===== config.mk =====
export PLATFORM = sky130hd
export DESIGN_NAME = pe_bus_interface
export DESIGN_NICKNAME = d
export VERILOG_FILES = /design/src/rtl/pe_bus_pkg.sv /design/src/rtl/pe_req_fifo.sv /design/src/rtl/pe_bus_interface.sv
export SDC_FILE = /design/constraint.sdc
export NUM_CORES = 1
export LEC_CHECK = 0
export CORE_UTILIZATION = 50
export DETAILED_ROUTE_END_ITERATION = 8
export PLACE_DENSITY = 0.76
export SLEW_MARGIN = 15
export SYNTH_ARGS = -nofsm -noshare
export SYNTH_HDL_FRONTEND = slang
export SYNTH_SLANG_ARGS = --single-unit
export TNS_END_PERCENT = 20

===== constraint.sdc =====
create_clock -name clk_i -period 3.29 [get_ports clk_i]
set_input_delay 0.658 -clock clk_i [delete_from_list [all_inputs] [get_ports clk_i]]
set_output_delay 0.658 -clock clk_i [all_outputs]
set_load 0.1 [all_outputs]

===== src/rtl/pe_bus_pkg.sv =====
// Shared types and width helpers for the PE bus master: FSM states and
// request-entry / occupancy width calculations.
package pe_bus_pkg;

    typedef enum logic [1:0] {
        ST_IDLE,
        ST_REQ,
        ST_XFER,
        ST_RESP
    } state_e;

    localparam int DEF_DATA_W  = 32;
    localparam int DEF_ADDR_W  = 32;
    localparam int DEF_REG_AW  = 5;
    localparam int DEF_QDEPTH  = 4;
    localparam int DEF_TIMEOUT = 15;

    // Queued entry layout is {write, rd, addr, wdata}.
    function automatic int entry_width(input int addr_w, input int data_w, input int reg_aw);
        return 1 + reg_aw + addr_w + data_w;
    endfunction

    function automatic int count_width(input int depth);
        return $clog2(depth) + 1;
    endfunction

endpackage


===== src/rtl/pe_req_fifo.sv =====
// Synchronous request FIFO with a combinational head view; full refuses
// pushes even when a pop happens in the same cycle.
module pe_req_fifo #(
    parameter int DEPTH = 4,
    parameter int WIDTH = 8
) (
    input  logic                       clk_i,
    input  logic                       rst_ni,
    input  logic                       push_i,
    input  logic [WIDTH-1:0]           wdata_i,
    input  logic                       pop_i,
    output logic [WIDTH-1:0]           rdata_o,
    output logic [$clog2(DEPTH):0]     count_o,
    output logic                       full_o,
    output logic                       empty_o
);
    localparam int AW = $clog2(DEPTH);

    logic [WIDTH-1:0] mem_q [DEPTH];
    logic [AW-1:0]    wptr_q, wptr_d;
    logic [AW-1:0]    rptr_q, rptr_d;
    logic [AW:0]      count_q, count_d;
    logic             push_ok, pop_ok;

    assign full_o  = (count_q == (AW+1)'(DEPTH));
    assign empty_o = (count_q == '0);
    assign count_o = count_q;
    assign rdata_o = mem_q[rptr_q];

    assign push_ok = push_i && !full_o;
    assign pop_ok  = pop_i && !empty_o;

    always_comb begin
        wptr_d  = wptr_q;
        rptr_d  = rptr_q;
        count_d = count_q;
        // Power-of-two depth lets the pointers wrap by natural overflow.
        if (push_ok) wptr_d = wptr_q + AW'(1);
        if (pop_ok)  rptr_d = rptr_q + AW'(1);
        case ({push_ok, pop_ok})
            2'b10:   count_d = count_q + (AW+1)'(1);
            2'b01:   count_d = count_q - (AW+1)'(1);
            default: count_d = count_q;
        endcase
    end

    always_ff @(posedge clk_i or negedge rst_ni) begin
        if (!rst_ni) begin
            wptr_q  <= '0;
            rptr_q  <= '0;
            count_q <= '0;
        end else begin
            wptr_q  <= wptr_d;
            rptr_q  <= rptr_d;
            count_q <= count_d;
        end
    end

    always_ff @(posedge clk_i) begin
        if (push_ok) mem_q[wptr_q] <= wdata_i;
    end

endmodule


===== src/rtl/pe_bus_interface.sv =====
// Queued bus master for one CGRA PE: buffers core requests, wins the shared
// bus, runs one memory transfer at a time with an ack timeout.
module pe_bus_interface
    import pe_bus_pkg::*;
#(
    parameter int DATA_W  = DEF_DATA_W,
    parameter int ADDR_W  = DEF_ADDR_W,
    parameter int REG_AW  = DEF_REG_AW,
    parameter int QDEPTH  = DEF_QDEPTH,
    parameter int TIMEOUT = DEF_TIMEOUT
) (
    input  logic                           clk_i,
    input  logic                           rst_ni,
    input  logic                           req_valid_i,
    output logic                           req_ready_o,
    input  logic                           req_write_i,
    input  logic [ADDR_W-1:0]              req_addr_i,
    input  logic [DATA_W-1:0]              req_wdata_i,
    input  logic [REG_AW-1:0]              req_rd_i,
    output logic                           rsp_valid_o,
    output logic                           rsp_write_o,
    output logic [DATA_W-1:0]              rsp_rdata_o,
    output logic [REG_AW-1:0]              rsp_rd_o,
    output logic                           rsp_err_o,
    output logic                           bus_request_o,
    input  logic                           grant_i,
    output logic [ADDR_W-1:0]              mem_address_o,
    output logic                           mem_read_o,
    output logic                           mem_write_o,
    output logic [DATA_W-1:0]              mem_wdata_o,
    input  logic                           mem_ack_i,
    input  logic [DATA_W-1:0]              mem_rdata_i,
    output logic                           busy_o,
    output logic [count_width(QDEPTH)-1:0] q_count_o
);
    localparam int EW = entry_width(ADDR_W, DATA_W, REG_AW);
    localparam int TW = $clog2(TIMEOUT + 1);

    typedef struct packed {
        logic              write;
        logic [REG_AW-1:0] rd;
        logic [ADDR_W-1:0] addr;
        logic [DATA_W-1:0] wdata;
    } entry_t;

    entry_t            push_entry, head;
    logic              fifo_full, fifo_empty, fifo_push, fifo_pop;
    state_e            state_q, state_d;
    logic [TW-1:0]     cnt_q, cnt_d, cnt_inc;
    logic              err_q, err_d;
    logic [DATA_W-1:0] rdata_q, rdata_d;
    logic              in_xfer, in_resp;

    assign push_entry = '{write: req_write_i, rd: req_rd_i, addr: req_addr_i, wdata: req_wdata_i};
    assign req_ready_o = !fifo_full;
    assign fifo_push   = req_valid_i && req_ready_o;
    assign fifo_pop    = (state_q == ST_RESP);

    pe_req_fifo #(
        .DEPTH (QDEPTH),
        .WIDTH (EW)
    ) u_fifo (
        .clk_i   (clk_i),
        .rst_ni  (rst_ni),
        .push_i  (fifo_push),
        .wdata_i (push_entry),
        .pop_i   (fifo_pop),
        .rdata_o (head),
        .count_o (q_count_o),
        .full_o  (fifo_full),
        .empty_o (fifo_empty)
    );

    assign cnt_inc = cnt_q + TW'(1);

    always_comb begin
        state_d = state_q;
        cnt_d   = cnt_q;
        err_d   = err_q;
        rdata_d = rdata_q;
        case (state_q)
            ST_IDLE: if (!fifo_empty) state_d = ST_REQ;
            ST_REQ: begin
                cnt_d = '0;
                if (grant_i) state_d = ST_XFER;
            end
            ST_XFER: begin
                // Ack beats both grant loss and timeout in the same cycle.
                if (mem_ack_i) begin
                    state_d = ST_RESP;
                    err_d   = 1'b0;
                    rdata_d = head.write ? '0 : mem_rdata_i;
                end else if (!grant_i) begin
                    state_d = ST_REQ;
                    cnt_d   = '0;
                end else if (cnt_inc == TW'(TIMEOUT)) begin
                    state_d = ST_RESP;
                    err_d   = 1'b1;
                    rdata_d = '0;
                end else begin
                    cnt_d = cnt_inc;
                end
            end
            ST_RESP: begin
                state_d = ST_IDLE;
                cnt_d   = '0;
            end
            default: state_d = ST_IDLE;
        endcase
    end

    always_ff @(posedge clk_i or negedge rst_ni) begin
        if (!rst_ni) begin
            state_q <= ST_IDLE;
            cnt_q   <= '0;
            err_q   <= 1'b0;
            rdata_q <= '0;
        end else begin
            state_q <= state_d;
            cnt_q   <= cnt_d;
            err_q   <= err_d;
            rdata_q <= rdata_d;
        end
    end

    // Outputs decode only flops, so an async reset clears them immediately.
    assign in_xfer       = (state_q == ST_XFER);
    assign in_resp       = (state_q == ST_RESP);
    assign bus_request_o = (state_q == ST_REQ) || in_xfer;
    assign mem_read_o    = in_xfer && !head.write;
    assign mem_write_o   = in_xfer && head.write;
    assign mem_address_o = in_xfer ? head.addr  : '0;
    assign mem_wdata_o   = in_xfer ? head.wdata : '0;
    assign rsp_valid_o   = in_resp;
    assign rsp_write_o   = in_resp && head.write;
    assign rsp_rd_o      = in_resp ? head.rd : '0;
    assign rsp_rdata_o   = in_resp ? rdata_q : '0;
    assign rsp_err_o     = in_resp && err_q;
    assign busy_o        = (state_q != ST_IDLE) || !fifo_empty;

endmodule


==> flow_summary.ini <==
[status]
status = finished, final reports clean

[sta]
rsz0062_at_grt = false
setup_viol = 0
fin_crit_sh = 0.924
final_hold_viol_count = 0
setup_tns_ps = 0
maxSlewViolCount = 0
maxSlewHeadroom = 0.498
worst_pin_slew_ps = 751
period_needed_ps = 3040
hold_ws_ps = 85.4
skew_ps = 20.6
fmax_ghz = 0.329

[clock_network]
cts_root_buf = clkbuf_16
htree_levels = 2
clk_path_buf_depth = 3
cts.reportedPaths.clkPinSlew_ps = 60
ctsResizeCount = 0
ctsHoldBuffers = 0
cts_num_sinks = 326
cts_tree = yes
cts_setup_buffers = 0
clkLatencyLatePin_ps = 510
cts_buffers = 35

[grt]
antenna_found_initial = 2
grt_pass1_vias = 7199
grt_pass1_wl_um = 40900
grt_overflow = 0
track_usage = 0.205
grt_max_degree = 46

[yosys]
avgSynthCellArea_sq_um = 19.7
synth_ff_type = edfxtp_1
ys_ff_latch = 326
yosysTopAreaCell = edfxtp_1
synthTopCellsByCount = edfxtp_1, and2_1, mux4_2
syn-cell-area_sq_um = 12900
ys_types = 38
post-synth-top-count-cell = edfxtp_1
synthTopCellsByArea = edfxtp_1, mux4_2, dfrtp_1, and2_1, a22o_1
synth_edf_count = 280
yosysSeqAreaShare = 0.741
async_flop_share = 0.141
syn-num-nets = 775
syn_inst = 655
yosysTopAreaCellShare = 0.652
yosysWarningCount = 0

[worst_setup_path]
path_class = register to output pin
crit_fanout = 40
reg2reg_depth = 8
end_kind = output pin
r2r_setup_slack_ps = 1100
r2r-end = u_fifo.count_o[2]$_DFFE_PN0P_
crit_arrival_ps = 2380
crit_required_ps = 2630
r2r-start = state_q[1]$_DFFE_PN0P_
crit_path_start_kind = register

[floorplanning]
core-area_sq_um = 25300
die-area_sq_um = 26400
die_w_um = 163
ios = 219
die-height_um = 163
start_util = 0.511
std_cell_rows = 58

[route]
viasPerCell = 5.47
wl_um = 26500
drc = 0
postRouteAntennaNets = 0
wire_per_inst_um = 21.2
vias = 6838
first_iter_violations = 490
first_pass_iters = 4

[finish]
nets = 1013
n_fill_cell = 1651
multi_input_area_sq_um = 3130
fin_area_sq_um = 17200
drive_above_1_share = 0.289
area_growth_pct = 33.0
area.sequential_sq_um = 9570

[placement]
hpwl_um = 16500
placed_area_sq_um = 16000
place_congestion = 0.772
port_buffers = 218

[power_and_ir_drop]
leakage_nw = 6.16
power.density_nw_per_um2 = 988
ir_drop_v = 0.000609

[min_path]
holdCritPathClass = primary input to asynchronous set/reset pin

[flow_run]
maxCapViolCount = 0
==> registers in the layout, indices dropped and copies added, names as in the netlist <==
name,cells
rdata_q,32
state_q,2
u_fifo.rptr_q,2
err_q,1
u_fifo.wptr_q,2
cnt_q,4
u_fifo.mem_q,280
u_fifo.count_o,3
==> per-stage QoR <==
stage,utilization,total power [W],instances,worst slack [ps]
6_report,0.679,0.0169,1249,251
5_1_grt,0.679,0.0176,1247,146
4_1_cts,0.679,0.0171,1247,203
3_5_place_dp,0.634,0.0132,1186,745
3_3_place_gp,0.634,0.0131,1186,763
2_1_floorplan,-,0.0109,655,101
==> metal layers <==
| layer | vias to the layer above | track usage | wire length (um) |
|---|---|---|---|
| met5 | - | 0 | 16 |
| li1 | 3063 | - | - |
| met2 | 256 | 0.333 | 12800 |
| met3 | 42 | 0.0632 | 2480 |
| met4 | 2 | 0.0561 | 473 |
| met1 | 3475 | 0.269 | 10800 |
==> cells by family (layout without fill, tap and decap cells) <==
group | Yosys count | count (layout) | synth area share
XOR/XNOR | 6 | 6 | 0.00408
AO/OA/AOI/OAI | 50 | 50 | 0.0317
buffers and inverters | 45 | 307 | 0.0180
AND/OR/NAND/NOR | 143 | 143 | 0.0674
adder cells (fa/ha/maj) | 13 | 13 | 0.0132
flip-flops | 326 | 326 | 0.741
multiplexers | 72 | 72 | 0.124
other | 0 | 2 | 0
==> power breakdown <==
group / switching [W] / internal [W]
clock network: 0.00153 / 0.00237
registers: 0.000374 / 0.00548
logic: 0.00457 / 0.00262
total: 0.00648 / 0.0105
==> how the worst max path moves through the flow <==
| stage | slack (ps) | cells after the start | to | from |
|---|---|---|---|---|
| floorplan | 100 | 9 | u_fifo.count_o[2]$_DFFE_PN0P_ | u_fifo.count_o[2]$_DFFE_PN0P_ |
| global placement | 760 | 4 | mem_address_o[8] | u_fifo.rptr_q[0]$_DFFE_PN0P_ |
| detailed placement | 740 | 4 | mem_address_o[17] | u_fifo.rptr_q[0]$_DFFE_PN0P_ |
| CTS | 200 | 4 | mem_wdata_o[2] | u_fifo.rptr_q[0]$_DFFE_PN0P_ |
| global route | 150 | 4 | mem_wdata_o[2] | u_fifo.rptr_q[0]$_DFFE_PN0P_ |
| finish | 250 | 4 | mem_wdata_o[4] | u_fifo.rptr_q[0]$_DFFE_PN0P_ |
==> worst max-delay path, cell delays in order (launching register included) <==
cell and delay [ps]:
dfrtp_4 550, buf_12 320, mux4_2 560, and2_1 220
buf_12 180
==> final cells by class <==
type | count | area share
antenna | 2 | 0.000292
clock inverter | 17 | 0.0140
inverter | 11 | 0.00241
clock buffer | 44 | 0.0530
tap | 330 | 0.0241
sequential | 326 | 0.558
timing repair buffer | 235 | 0.166
multi-input combinational | 284 | 0.182
==> placed cells by master (no fill, tap or decap), types with 5 or more instances in the layout <==
master / n
edfxtp_1: 280
and2_1: 105
clkdlybuf4s50_1: 105
mux4_2: 70
buf_12: 66
buf_4: 63
dfrtp_1: 44
clkbuf_16: 35
a22o_1: 33
inv_1: 11
ha_1: 11
nand2_1: 9
clkbuf_1: 9
nor2_1: 5
bufinv_16: 5
(Power assumes the default switching activity.)
==> variant 1 (same flow settings) <==
The 4 states of `state_e` get a Gray code encoding in 2 bits.
--- a/src/rtl/pe_bus_pkg.sv
+++ b/src/rtl/pe_bus_pkg.sv
@@ -3,10 +3,10 @@
 package pe_bus_pkg;
 
     typedef enum logic [1:0] {
-        ST_IDLE,
-        ST_REQ,
-        ST_XFER,
-        ST_RESP
+        ST_IDLE = 2'b00,
+        ST_REQ  = 2'b01,
+        ST_XFER = 2'b11,
+        ST_RESP = 2'b10
     } state_e;
 
     localparam int DEF_DATA_W  = 32;
Formal check against the unedited RTL: same outputs for any inputs over 4 cycles, from zero or initial values and one cycle with rst_ni low; so few cycles prove little.
==> variant 1 against the original RTL <==
Synthesized area barely moved. Largest cell class unchanged. Global-route usage rose by 0.86 points. Final cell count rose by 0.24%. Critical endpoint is now mem_wdata_o[9]. Cell area rose by 3.4%. Routed wire length rose by 2.9%. Worst hold slack got worse by 0.045 ns. Total power rose by 14%. Setup slack got worse by 0.052 ns. Sequential cell count did not move.
==> variant 1: results (changes against the original RTL) <==
final_nets: 1017  # was 1,013
status: "completed"  # unchanged
reg2reg_depth: 3  # was 8
crit_arrival_ns: 2.43  # was 2.38 ns
routed_wl_mm: 27.3  # was 26.5 mm
ys_top_cells_by_count: "edfxtp_1 (280), and2_1 (106), mux4_2 (70)"  # was edfxtp_1 (280), and2_1 (105), mux4_2 (70)
place.gp.congestion: 0.858  # was 0.772
first_global_vias: 7490  # was 7,199
dpl.hpwl_mm: 17.5  # was 16.5 mm
drive_above_1_share_pct: 28.3  # was 28.9%
grt_pass1_wl_mm: 42.2  # was 40.9 mm
viasPerCell: 5.57  # was 5.47
drt_iter0_markers: 578  # was 490
tightest_slew_ns: 0.776  # was 0.751 ns
r2r_setup_slack_ns: 0.93  # was 1.10 ns
syn_area_per_cell_um2: 19.6  # was 19.7 um2
r2r_end: "rdata_q[0]$_DFFE_PN0P_"  # was u_fifo.count_o[2]$_DFFE_PN0P_
grtUsageTotal_pct: 21.3  # was 20.5%
first_pass_iters: 5  # was 4
dr_total_vias: 6975  # was 6,838
ys_types: 39  # was 38
crit_fanout: 20  # was 40
ir_drop_mv: 0.893  # was 0.609 mV
syn_nets: 779  # was 775
p_leak_nw: 6.33  # was 6.16 nW
antenna_cells: 0  # was 2
endpoint: "mem_wdata_o[9]"  # was mem_wdata_o[4]
cp_slowest_cell: "dfrtp_4"  # was mux4_2
yosysSeqAreaShare_pct: 74.2  # was 74.1%
nFillCells: 1545  # was 1,651
clock_skew_ns: 0.0240  # was 0.0206 ns
final.period_utilization_pct: 94.0  # was 92.4%
critPathMaxStageDelay_ns: 0.72  # was 0.56 ns
## variant 1: final cells by class
type                       count  area (um2)  area share [%]
clock buffer                  44         920            5.18
clock inverter                18         181            1.02
inverter                      12        45.0           0.254
multi-input combinational    286        3130            17.6
sequential                   326        9570            53.9
tap                          330         413            2.33
timing repair buffer         236        3480            19.6
## variant 1: power breakdown
part           total (mW)  internal [mW]  switching (mW)  leakage [nW]
clock                3.74           2.23            1.51         0.530
sequential           6.02           5.53           0.489          3.16
combinational        9.54           3.61            5.93          2.64
## variant 1: metal layers
metal,routed length [um],vias up,GRT usage (%)
li1,-,3084,-
met1,11100,3557,27.7
met2,13500,281,35.6
met3,2150,51,5.63
met4,578,2,5.96
met5,16,-,0
## variant 1: how the worst min path moves through the flow
stage | slack [ns] | to | start | depth (start not counted)
CTS | 0.03 | u_fifo.count_o[2]$_DFFE_PN0P_ | rst_ni | 1
global placement | 0.47 | err_q$_DFFE_PN0P_ | err_q$_DFFE_PN0P_ | 1
finish | 0.04 | u_fifo.wptr_q[1]$_DFFE_PN0P_ | rst_ni | 1
floorplan | 0.36 | cnt_q[0]$_DFFE_PN0P_ | rst_ni | 0
detailed placement | 0.48 | rdata_q[25]$_DFFE_PN0P_ | rdata_q[25]$_DFFE_PN0P_ | 1
global route | 0.04 | u_fifo.wptr_q[1]$_DFFE_PN0P_ | rst_ni | 1
## variant 1: cell families after synthesis
logic type / share of synthesized area (%)
XOR/XNOR: 0.408
AND/OR/NAND/NOR: 6.80
buffers and inverters: 1.73
AO/OA/AOI/OAI: 3.31
multiplexers: 12.2
adder cells (fa/ha/maj): 1.32
flip-flops: 74.2
## variant 1: critical path, delay by kind of cell, from the launching register on
kind | cells | cell delay [ns]
buf+inv | 2 | 0.43
flops | 1 | 0.72
mux | 1 | 0.53
simple gates | 1 | 0.23
## variant 1: stage by stage
step | cell area (um2) | hold WS [ns]
6_report | 17700 | 0.0406
5_1_grt | 17700 | 0.0351
4_1_cts | 17700 | 0.0258
3_5_place_dp | 16600 | 0.483
3_3_place_gp | 16600 | 0.471
2_1_floorplan | 12900 | 0.362
==> variant 2 (same flow settings) <==
Made on the original files. Change the package constant `DEF_REG_AW` from 5 to 4.
--- a/src/rtl/pe_bus_pkg.sv
+++ b/src/rtl/pe_bus_pkg.sv
@@ -11,7 +11,7 @@
 
     localparam int DEF_DATA_W  = 32;
     localparam int DEF_ADDR_W  = 32;
-    localparam int DEF_REG_AW  = 5;
+    localparam int DEF_REG_AW  = 4;
     localparam int DEF_QDEPTH  = 4;
     localparam int DEF_TIMEOUT = 15;
 
Ports: changed (resized req_rd_i and rsp_rd_o); port bits go from 219 to 217. No check against the original RTL was run, so the function may have changed too.
==> variant 2 against the original RTL <==
Combinational power barely moved. Critical endpoint is now mem_wdata_o[28]. Total power fell by 1.2%. Sequential cell count fell by 4. Highest routed layer is now met4. Cell area fell by 0.68%. Routed wire length rose by 0.17%. Sequential power barely moved. Setup slack improved by 0.0088 ns. Synthesized area fell by 1.1%.
==> variant 2: results (changes against the original RTL) <==
drv_cap: 0  # unchanged
fin_crit_ns: 3.03  # was 3.04 ns
crit_arrival_ns: 2.37
clk_latency_ns: 0.52
ctsResizeCount: 0  # unchanged
first_pass_iters: 4  # unchanged
drt_iter0_markers: 393  # was 490
ir_drop_mv: 0.633  # was 0.609 mV
grtUsageTotal_pct: 20.8  # was 20.5%
first_global_vias: 7066  # was 7,199
largest_reg_flops: 276  # was 280
dpl_cell_area_um2: 15900  # was 16,000 um2
finalPower_mw: 16.7  # was 16.9 mW
slew_headroom_pct: 43.0  # was 49.8%
routedWlPerCell_um: 21.4  # was 21.2 um
r2r_end: "u_fifo.count_o[2]$_DFFE_PN0P_"  # unchanged
multi_input_area_um2: 3100  # was 3130 um2
postCtsSetupBuffers: 0  # unchanged
yosysSeqAreaShare_pct: 74.0  # was 74.1%
dpl_worst_slack_ns: 0.739  # was 0.745 ns
yosys_warnings: 0  # unchanged
endpoint: "mem_wdata_o[28]"  # was mem_wdata_o[4]
io_buffer_count: 216  # was 218
crit_fanout: 26  # was 40
clock_skew_ns: 0.0174  # was 0.0206 ns
worstSetupStartpoint: "u_fifo.rptr_q[0]$_DFFE_PN0P_"  # unchanged
async_reset_ff_share_pct: 14.3  # was 14.1%
grt_max_degree: 70  # was 46
dp_cells: 1178  # was 1,186
powerClk_mw: 3.69  # was 3.89 mW
viasPerCell: 5.42  # was 5.47
grt_pass1_wl_mm: 40.6  # was 40.9 mm
clk_transition_reported_paths_ns: 0.06  # about the same
drive_above_1_share_pct: 28.7  # was 28.9%
power_frac_comb_pct: 43.1  # was 42.5%
reg2reg_from: "u_fifo.count_o[0]$_DFFE_PN0P_"  # was state_q[1]$_DFFE_PN0P_
syn_nets: 768  # was 775
dr_total_vias: 6724  # was 6,838
htreeDepth: 2  # unchanged
p_int_mw: 10.3  # was 10.5 mW
antenna_found_initial: 1  # was 2
setup_tns_ns: 0  # unchanged
largestRegisters: "u_fifo.mem_q: 276 flops, rdata_q: 32 flops, cnt_q: 4 flops"  # was u_fifo.mem_q: 280 flops, rdata_q: 32 flops, cnt_q: 4 flops
place.gp.congestion: 0.824  # was 0.772
synth-edff-count: 276  # was 280
cts_inserted_buffers: 34  # was 35
syn_inst: 649  # was 655
reg2reg_depth: 10  # was 8
final_nets: 1003  # was 1,013
ys_types: 38  # unchanged
root_buffer: "clkbuf_16"  # unchanged
min_path_type: "in -> async"  # unchanged
status: "completed"  # unchanged
ys_top_cells_by_count: "edfxtp_1 (276), and2_1 (104), mux4_2 (69)"  # was edfxtp_1 (280), and2_1 (105), mux4_2 (70)
p_leak_nw: 6.11  # was 6.16 nW
r2r_setup_slack_ns: 1.24  # was 1.10 ns
dpl.hpwl_mm: 16.5  # about the same
synth_area_leaders: "edfxtp_1 (65%), mux4_2 (12%), dfrtp_1 (9.0%)"  # was edfxtp_1 (65%), mux4_2 (12%), dfrtp_1 (8.9%)
hold_slack_ns: 0.267  # was 0.0854 ns
nFillCells: 1623  # was 1,651
-- variant 2: layout make-up --
type,instances,share of cell area (%)
Multi-Input combinational cell,282,18.2
Inverter,11,0.242
Tap cell,330,2.42
Clock buffer,41,5.27
Timing Repair Buffer,233,17.3
Sequential cell,322,55.4
Clock inverter,20,1.12
Antenna cell,1,0.0147
-- variant 2: routing by layer --
metal  global-route usage [%]  part of all wire (%)  vias to the layer above
li1                         -                     -                     3041
met1                     26.5                    41                     3424
met2                     34.7                    49                      225
met3                     6.38                   8.4                       34
met4                     5.57                   1.7                        0
met5                        0                     0                        -
-- variant 2: worst max-delay path, cell delays in order, from the launching register on --
cell and delay [ns]:
dfrtp_4 0.63, buf_12 0.29, mux4_2 0.52, and2_1 0.23, buf_12 0.19
-- variant 2: kinds of logic after synthesis --
group | after synthesis | synth area share (%)
mux | 71 | 12.4
simple gates | 142 | 6.75
flops | 322 | 74.0
xor+xnor | 6 | 0.412
buf+inv | 45 | 1.85
compound gates | 50 | 3.23
fa+ha+maj | 13 | 1.33
